## config.mk

```make
export PLATFORM = sky130hd
export DESIGN_NAME = mult_bus_master_flat
export DESIGN_NICKNAME = d
export VERILOG_FILES = /design/src/rtl/mult_bus_master_if.sv /design/src/rtl/mult_bus_master.sv /design/src/flat_wrapper.sv
export SDC_FILE = /design/constraint.sdc
export NUM_CORES = 1
export LEC_CHECK = 0
export CORE_MARGIN = 8
export CORE_UTILIZATION = 58
export CTS_CLUSTER_DIAMETER = 200
export DETAILED_ROUTE_END_ITERATION = 6
export DONT_BUFFER_PORTS = 1
export PLACE_DENSITY = 0.71
export SYNTH_ARGS = -nofsm -noshare
export SYNTH_HDL_FRONTEND = slang
export SYNTH_SLANG_ARGS = --single-unit
```

## constraint.sdc

```tcl
create_clock -name clk -period 15.1 [get_ports clk]
set_input_delay 1.51 -clock clk [delete_from_list [all_inputs] [get_ports clk]]
set_output_delay 1.51 -clock clk [all_outputs]
set_load 0.1 [all_outputs]
```

## src/rtl/mult_bus_master_if.sv

```systemverilog
// Request/response handshake plus strobe-bus signals for the multiplier bus initiator.
// master = initiator view, slave = host and peripheral view.
interface mult_bus_master_if;
   logic        req_valid;
   logic        req_ready;
   logic [23:0] req_a1;
   logic [23:0] req_a2;
   logic        rsp_valid;
   logic        rsp_ready;
   logic [31:0] rsp_w;
   logic [23:0] rsp_l;
   logic        rsp_timeout;
   logic        rsp_mismatch;
   logic [15:0] saddress;
   logic        srd;
   logic        swr;
   logic [31:0] sdata_out;
   logic [31:0] sdata_in;
   logic        busy;

   modport master (
      input  req_valid, req_a1, req_a2, rsp_ready, sdata_in,
      output req_ready, rsp_valid, rsp_w, rsp_l, rsp_timeout, rsp_mismatch,
             saddress, srd, swr, sdata_out, busy
   );

   modport slave (
      output req_valid, req_a1, req_a2, rsp_ready, sdata_in,
      input  req_ready, rsp_valid, rsp_w, rsp_l, rsp_timeout, rsp_mismatch,
             saddress, srd, swr, sdata_out, busy
   );
endinterface

```

## src/rtl/mult_bus_master.sv

```systemverilog
// Bus initiator for the multiplier/popcount peripheral: writes operands, starts,
// polls status, reads product and ones-count, returns them on a response port.
module mult_bus_master #(
   parameter logic [15:0] ADDR_A1       = 16'h0380,
   parameter logic [15:0] ADDR_A2       = 16'h0388,
   parameter logic [15:0] ADDR_W        = 16'h0390,
   parameter logic [15:0] ADDR_L        = 16'h0398,
   parameter logic [15:0] ADDR_CTRL     = 16'h03A0,
   parameter int unsigned STROBE_CYCLES = 2,
   parameter int unsigned POLL_LIMIT    = 255
) (
   input  logic               clk,
   input  logic               n_reset,
   mult_bus_master_if.master  bus
);
   localparam int unsigned SCW = (STROBE_CYCLES > 1) ? $clog2(STROBE_CYCLES) : 1;
   localparam int unsigned PCW = $clog2(POLL_LIMIT + 1);

   typedef enum logic [2:0] {
      S_IDLE, S_WR_A1, S_WR_A2, S_WR_START, S_POLL, S_RD_W, S_RD_L, S_RESP
   } state_t;
   typedef enum logic [1:0] {PH_SETUP, PH_STROBE, PH_HOLD} phase_t;

   state_t           state_q, state_d;
   phase_t           phase_q, phase_d;
   logic [SCW-1:0]   scnt_q, scnt_d;
   logic [PCW-1:0]   pcnt_q, pcnt_d;
   logic [23:0]      a1_q, a1_d, a2_q, a2_d;
   logic [31:0]      rd_q, rd_d, w_q, w_d;
   logic [15:0]      saddress_q, saddress_d;
   logic [31:0]      sdata_out_q, sdata_out_d;
   logic             srd_q, srd_d, swr_q, swr_d;
   logic             rsp_valid_q, rsp_valid_d;
   logic [31:0]      rsp_w_q, rsp_w_d;
   logic [23:0]      rsp_l_q, rsp_l_d;
   logic             rsp_timeout_q, rsp_timeout_d;
   logic             rsp_mismatch_q, rsp_mismatch_d;
   logic             req_ready_q, req_ready_d;
   logic             busy_q, busy_d;

   function automatic logic [5:0] popcount(input logic [31:0] v);
      logic [5:0] c;
      c = '0;
      for (int unsigned i = 0; i < 32; i++) c = c + {5'b0, v[i]};
      return c;
   endfunction

   always_comb begin
      state_d        = state_q;
      phase_d        = phase_q;
      scnt_d         = scnt_q;
      pcnt_d         = pcnt_q;
      a1_d           = a1_q;
      a2_d           = a2_q;
      rd_d           = rd_q;
      w_d            = w_q;
      rsp_valid_d    = rsp_valid_q;
      rsp_w_d        = rsp_w_q;
      rsp_l_d        = rsp_l_q;
      rsp_timeout_d  = rsp_timeout_q;
      rsp_mismatch_d = rsp_mismatch_q;

      case (state_q)
         S_IDLE: begin
            if (bus.req_valid) begin
               a1_d    = bus.req_a1;
               a2_d    = bus.req_a2;
               pcnt_d  = '0;
               state_d = S_WR_A1;
               phase_d = PH_SETUP;
            end
         end
         S_RESP: begin
            if (bus.rsp_ready) begin
               rsp_valid_d = 1'b0;
               state_d     = S_IDLE;
            end
         end
         default: begin
            case (phase_q)
               PH_SETUP: begin
                  phase_d = PH_STROBE;
                  scnt_d  = '0;
               end
               PH_STROBE: begin
                  if (scnt_q == SCW'(STROBE_CYCLES - 1)) begin
                     phase_d = PH_HOLD;
                     if (state_q inside {S_POLL, S_RD_W, S_RD_L}) rd_d = bus.sdata_in;
                     if (state_q == S_POLL) pcnt_d = pcnt_q + 1'b1;
                  end else begin
                     scnt_d = scnt_q + 1'b1;
                  end
               end
               default: begin
                  // Next access (or response) is chosen at the end of HOLD so the
                  // following SETUP cycle already carries the new address.
                  phase_d = PH_SETUP;
                  case (state_q)
                     S_WR_A1:    state_d = S_WR_A2;
                     S_WR_A2:    state_d = S_WR_START;
                     S_WR_START: state_d = S_POLL;
                     S_POLL: begin
                        if (rd_q[1]) begin
                           state_d = S_RD_W;
                        end else if (pcnt_q == PCW'(POLL_LIMIT)) begin
                           state_d        = S_RESP;
                           rsp_valid_d    = 1'b1;
                           rsp_timeout_d  = 1'b1;
                           rsp_w_d        = '0;
                           rsp_l_d        = '0;
                           rsp_mismatch_d = 1'b0;
                        end
                     end
                     S_RD_W: begin
                        w_d     = rd_q;
                        state_d = S_RD_L;
                     end
                     S_RD_L: begin
                        state_d        = S_RESP;
                        rsp_valid_d    = 1'b1;
                        rsp_timeout_d  = 1'b0;
                        rsp_w_d        = w_q;
                        rsp_l_d        = rd_q[23:0];
                        rsp_mismatch_d = (rd_q[23:0] != {18'b0, popcount(w_q)});
                     end
                     default: ;
                  endcase
               end
            endcase
         end
      endcase

      saddress_d  = '0;
      sdata_out_d = '0;
      case (state_d)
         S_WR_A1:    begin saddress_d = ADDR_A1;   sdata_out_d = {8'h0, a1_d}; end
         S_WR_A2:    begin saddress_d = ADDR_A2;   sdata_out_d = {8'h0, a2_d}; end
         S_WR_START: begin saddress_d = ADDR_CTRL; sdata_out_d = 32'h1;        end
         S_POLL:     saddress_d = ADDR_CTRL;
         S_RD_W:     saddress_d = ADDR_W;
         S_RD_L:     saddress_d = ADDR_L;
         default: ;
      endcase
      swr_d       = (phase_d == PH_STROBE) && (state_d inside {S_WR_A1, S_WR_A2, S_WR_START});
      srd_d       = (phase_d == PH_STROBE) && (state_d inside {S_POLL, S_RD_W, S_RD_L});
      req_ready_d = (state_d == S_IDLE);
      busy_d      = (state_d != S_IDLE);
   end

   always_ff @(posedge clk or negedge n_reset) begin
      if (!n_reset) begin
         state_q        <= S_IDLE;
         phase_q        <= PH_SETUP;
         scnt_q         <= '0;
         pcnt_q         <= '0;
         a1_q           <= '0;
         a2_q           <= '0;
         rd_q           <= '0;
         w_q            <= '0;
         saddress_q     <= '0;
         sdata_out_q    <= '0;
         srd_q          <= 1'b0;
         swr_q          <= 1'b0;
         rsp_valid_q    <= 1'b0;
         rsp_w_q        <= '0;
         rsp_l_q        <= '0;
         rsp_timeout_q  <= 1'b0;
         rsp_mismatch_q <= 1'b0;
         req_ready_q    <= 1'b1;
         busy_q         <= 1'b0;
      end else begin
         state_q        <= state_d;
         phase_q        <= phase_d;
         scnt_q         <= scnt_d;
         pcnt_q         <= pcnt_d;
         a1_q           <= a1_d;
         a2_q           <= a2_d;
         rd_q           <= rd_d;
         w_q            <= w_d;
         saddress_q     <= saddress_d;
         sdata_out_q    <= sdata_out_d;
         srd_q          <= srd_d;
         swr_q          <= swr_d;
         rsp_valid_q    <= rsp_valid_d;
         rsp_w_q        <= rsp_w_d;
         rsp_l_q        <= rsp_l_d;
         rsp_timeout_q  <= rsp_timeout_d;
         rsp_mismatch_q <= rsp_mismatch_d;
         req_ready_q    <= req_ready_d;
         busy_q         <= busy_d;
      end
   end

   assign bus.saddress     = saddress_q;
   assign bus.sdata_out    = sdata_out_q;
   assign bus.srd          = srd_q;
   assign bus.swr          = swr_q;
   assign bus.rsp_valid    = rsp_valid_q;
   assign bus.rsp_w        = rsp_w_q;
   assign bus.rsp_l        = rsp_l_q;
   assign bus.rsp_timeout  = rsp_timeout_q;
   assign bus.rsp_mismatch = rsp_mismatch_q;
   assign bus.req_ready    = req_ready_q;
   assign bus.busy         = busy_q;
endmodule

```

## src/flat_wrapper.sv

```systemverilog
// flat-port wrapper written by rule: the top's interface ports become plain ports
module mult_bus_master_flat 
#(
   parameter logic [15:0] ADDR_A1       = 16'h0380,
   parameter logic [15:0] ADDR_A2       = 16'h0388,
   parameter logic [15:0] ADDR_W        = 16'h0390,
   parameter logic [15:0] ADDR_L        = 16'h0398,
   parameter logic [15:0] ADDR_CTRL     = 16'h03A0,
   parameter int unsigned STROBE_CYCLES = 2,
   parameter int unsigned POLL_LIMIT    = 255
)
  (clk, n_reset, bus_req_valid, bus_req_a1, bus_req_a2, bus_rsp_ready, bus_sdata_in, bus_req_ready, bus_rsp_valid, bus_rsp_w, bus_rsp_l, bus_rsp_timeout, bus_rsp_mismatch, bus_saddress, bus_srd, bus_swr, bus_sdata_out, bus_busy);
  mult_bus_master_if bus_i ();
  input  logic clk;
  input  logic n_reset;
  input wire logic [$bits(bus_i.req_valid)-1:0] bus_req_valid;
  input wire logic [$bits(bus_i.req_a1)-1:0] bus_req_a1;
  input wire logic [$bits(bus_i.req_a2)-1:0] bus_req_a2;
  input wire logic [$bits(bus_i.rsp_ready)-1:0] bus_rsp_ready;
  input wire logic [$bits(bus_i.sdata_in)-1:0] bus_sdata_in;
  output wire logic [$bits(bus_i.req_ready)-1:0] bus_req_ready;
  output wire logic [$bits(bus_i.rsp_valid)-1:0] bus_rsp_valid;
  output wire logic [$bits(bus_i.rsp_w)-1:0] bus_rsp_w;
  output wire logic [$bits(bus_i.rsp_l)-1:0] bus_rsp_l;
  output wire logic [$bits(bus_i.rsp_timeout)-1:0] bus_rsp_timeout;
  output wire logic [$bits(bus_i.rsp_mismatch)-1:0] bus_rsp_mismatch;
  output wire logic [$bits(bus_i.saddress)-1:0] bus_saddress;
  output wire logic [$bits(bus_i.srd)-1:0] bus_srd;
  output wire logic [$bits(bus_i.swr)-1:0] bus_swr;
  output wire logic [$bits(bus_i.sdata_out)-1:0] bus_sdata_out;
  output wire logic [$bits(bus_i.busy)-1:0] bus_busy;
  assign bus_i.req_valid = bus_req_valid;
  assign bus_i.req_a1 = bus_req_a1;
  assign bus_i.req_a2 = bus_req_a2;
  assign bus_i.rsp_ready = bus_rsp_ready;
  assign bus_i.sdata_in = bus_sdata_in;
  assign bus_req_ready = bus_i.req_ready;
  assign bus_rsp_valid = bus_i.rsp_valid;
  assign bus_rsp_w = bus_i.rsp_w;
  assign bus_rsp_l = bus_i.rsp_l;
  assign bus_rsp_timeout = bus_i.rsp_timeout;
  assign bus_rsp_mismatch = bus_i.rsp_mismatch;
  assign bus_saddress = bus_i.saddress;
  assign bus_srd = bus_i.srd;
  assign bus_swr = bus_i.swr;
  assign bus_sdata_out = bus_i.sdata_out;
  assign bus_busy = bus_i.busy;
  mult_bus_master #(.ADDR_A1(ADDR_A1), .ADDR_A2(ADDR_A2), .ADDR_W(ADDR_W), .ADDR_L(ADDR_L), .ADDR_CTRL(ADDR_CTRL), .STROBE_CYCLES(STROBE_CYCLES), .POLL_LIMIT(POLL_LIMIT)) u_core (.clk(clk), .n_reset(n_reset), .bus(bus_i));
endmodule
```

==> summary.md <==
| Metric | Value |
|---|---|
| Sequential fraction of the synthesis area | 55.41% |
| Hold WC Path Type | reg2reg |
| Initial antenna violation count | 8 |
| CTS tree | built |
| Post-CTS Hold Fix Bufs | 0 |
| Fmax | 0.1755 GHz |
| Final hold viol count | 0 |
| Status | completed |
| CP required | 15.46 ns |
| Period minus WS final | 5.698 ns |
| Top area cells in the synthesized netlist | dfrtp_1, mux2_1, fa_1 |
| Async SR Flop Fraction | between 90% and 100% |
| Met3 wire len | ~1.6 mm |
| Cell taking the most area after synthesis | dfrtp_1 |
| Die height | around 150 µm |
| CTS resizes | 0 |
| GRT Total Usage | between 20% and 30% |
| Metal2 WL | 10.72 mm |
| Warning count from the yosys run | 0 |
| Final HPWL DP | 15.03 mm |
| Routed WL per cell | 20.65 µm |
| Number of vias in the routed layout | 5764 |
| Post-Synthesis Cells | roughly 800 |
| Simple-gate share of the synthesized area | around a tenth |
| Synthesized area per cell | 12.15 µm² |
| Primary FF master, synth | dfrtp_1 |
| Synthesized area | 9803 µm² |
| CP Capture Type | flip-flop |
| Final setup TNS | 0 ns |
| CP max FO | 3 |
| Root Driver | clkbuf_16 |
| CTS sink cnt | ~220 |
| DR DRC count | 0 |
| Die X | 146.0 µm |
| Final setup vio count | 0 |
| Worst slew pin tran | 0.9998 ns |
| H-tree Lvls | 1 |
| Largest net degree at the start of global routing | 218 |
| Synth Area in XOR/XNOR | under 10% |
| CP Class | reg2reg |
| Post-synthesis register bit count | 217 |
| Clock Path Buffers | 3 |
| Num CTS Buffers | 22 |
| Adder-cell share of the synthesized area | about 6% |
| Total grt overflow | 0 |
| Largest family of logic cells by synthesized area | multiplexers |
| Multiplexer share of the synthesized area | around 14% |
| Clock latency on the worst-skew pair | 0.49 ns |
| Max-slew headroom | roughly 33% |
| Cell row count | 47 |
| GPL Wtd Cong | 0.8251 |
| Number of global-route vias before repair | 6160 |
| Post-synth EDFFs | 0 |
| RSZ-0062 raised after global routing | false |
| Routed Wire Length | roughly 21 mm |
| Reg clk slew, reported paths | around 0.060 ns |
| Layout cells sized above 1 | 14.16% |
| Max Slew Vio Count | 0 |
| DR iter-0 viols | 257 |
| Uppermost layer routed | met4 |
| Nets | 907 |
| FILL cells | 1311 |
| Crit path DAT | 6.06 ns |
| Vias per cell | roughly 5.6 |
| First-pass GRT wire length | 34.53 mm |
| Compound-Gate Fraction of Synth Area | 7.007% |
| Pre-Repair DR Iteration Count | 5 |
| Startpoint Class | flip-flop |
| Tcrit/Tclk final | 37.73% |
| Setup Buffers After CTS | 0 |
| Wl on met1 | 8.431 mm |
| Port Buffers | 0 |
| Area grow syn2layout | 7.658% |
| ANT nets after route | 0 |
| Core area | 16580 µm² |
| IO Count | 195 |
| Post-synth top area share | 55.14% |
| Count of cell types in the netlist | 52 |
| Max cap viols | 0 |
| Starting Density | about three fifths |
| Die Area | 21320 µm² |
| Clock Skew | 0.01140 ns |
==> kinds of logic after synthesis <==
group / Yosys count
xor gates and xnor gates: 16
and+or+nand+nor: 206
AOI/OAI and AO/OA: 107
muxes: 115
other: 1
adders and majority gates: 33
DFF: 217
buffers and inverters: 112
==> routing by layer <==
| metal | track usage (%) | vias up |
|---|---|---|
| li1 | - | 2659 |
| met1 | 23.70 | 2896 |
| met2 | 33.88 | 171 |
| met3 | 6.810 | 38 |
| met4 | 6.234 | 0 |
| met5 | 0 | - |
==> flip-flops by register name, indices dropped and copies added, names as in the netlist <==
name / flops
u_core.a2_q: 24
u_core.bus.rsp_valid: 1
u_core.bus.saddress: 4
u_core.bus.busy: 1
u_core.state_q: 3
u_core.w_q: 32
u_core.a1_q: 24
u_core.pcnt_q: 8
u_core.bus.rsp_w: 32
u_core.rd_q: 32
u_core.phase_q: 2
u_core.bus.rsp_l: 24
u_core.bus.rsp_mismatch: 1
u_core.bus.rsp_timeout: 1
u_core.bus.sdata_out: 24
u_core.scnt_q: 1
u_core.bus.swr: 1
u_core.bus.req_ready: 1
u_core.bus.srd: 1
==> synthesized netlist by cell type (2+ instances only) <==
library cell / instances
dfrtp_1: 216
nand2_1: 122
o21ai_1: 61
mux2_1: 57
inv_1: 46
mux2_2: 38
buf_4: 25
fa_1: 24
a31o_1: 23
buf_2: 21
mux2_4: 18
nor2_1: 17
clkbuf_1: 14
nor3b_1: 14
nand3_1: 10
nor3b_2: 10
xnor2_1: 10
ha_1: 9
nor4_1: 6
xor2_1: 6
a21oi_1: 5
nand2b_1: 5
nand4_1: 5
nor3_1: 5
buf_6: 4
o22ai_1: 3
a21boi_1: 2
and2_1: 2
mux2i_1: 2
nand4b_1: 2
nor2b_1: 2
o2111ai_1: 2
or3b_1: 2
==> through the flow <==
stage / area (µm²) / std cells / hold slack, ns / util [%] / worst slack, ns
global route: 10550 / 1030 / 0.4985 / 63.64 / 9.187
global placement: 9829 / 986 / 0.4627 / 59.27 / 9.568
floorplan: 9867 / 824 / 0.4464 / - / 9.718
finish: 10550 / 1030 / 0.4845 / 63.64 / 9.402
CTS: 10540 / 1025 / 0.4893 / 63.57 / 9.395
detailed placement: 9829 / 986 / 0.4755 / 59.27 / 9.397
==> worst paths after layout <==
kind | start | end | slack, ns | depth (start not counted)
min reg2reg | u_core.rd_q[27] | u_core.rd_q[27] | 0.48 | 1
max in group asynchronous | n_reset | u_core.bus.req_ready | 14.02 | 0
max | u_core.w_q[1] | u_core.bus.rsp_mismatch | 9.40 | 17
max reg2reg | u_core.w_q[1] | u_core.bus.rsp_mismatch | 9.40 | 17
min | u_core.rd_q[27] | u_core.rd_q[27] | 0.48 | 1
min in group asynchronous | n_reset | u_core.bus.saddress[3] | 0.72 | 0
==> critical path, cell delays in order, from the launching register on <==
cell and delay (ns):
dfrtp_1 0.40, ha_1 0.28, inv_1 0.05, fa_1 0.53, inv_1 0.05, fa_1 0.51, fa_1 0.52, fa_1 0.53
fa_1 0.56, inv_1 0.06, fa_1 0.51, fa_1 0.46, inv_1 0.11, fa_1 0.43, xnor2_1 0.17, nand3_1 0.09
nor4_1 0.19, a31oi_1 0.13
==> cell usage in the layout (no fill, tap or decap), types with 7 or more instances in the layout <==
| cell | instances |
|---|---|
| nand2_1 | 122 |
| nor3b_2 | 10 |
| clkbuf_16 | 23 |
| nor2_1 | 17 |
| mux2_1 | 57 |
| xnor2_1 | 10 |
| dfrtp_1 | 214 |
| clkbuf_8 | 7 |
| mux2_2 | 38 |
| inv_1 | 46 |
| a31o_1 | 23 |
| nand3_1 | 10 |
| fa_1 | 24 |
| nor3b_1 | 14 |
| buf_4 | 7 |
| o21ai_1 | 61 |
| conb_1 | 18 |
| ha_1 | 9 |
| mux2_4 | 18 |
==> layout make-up <==
cell class              count  area, µm²  share of cell area [%]
flip-flops and latches    217       5434                   51.49
multi-input cells         495       3891                   36.87
clock buffers              36      694.4                   6.580
well taps                 220      275.3                   2.608
inverters                  47      176.4                   1.672
repair buffers              7      52.55                  0.4979
clock inverters             3      17.52                  0.1660
diodes                      5      12.51                  0.1186
Power is left out: the tool's default activity adds up to more than one toggle a clock period on the data nets, which glitch-free logic cannot reach.
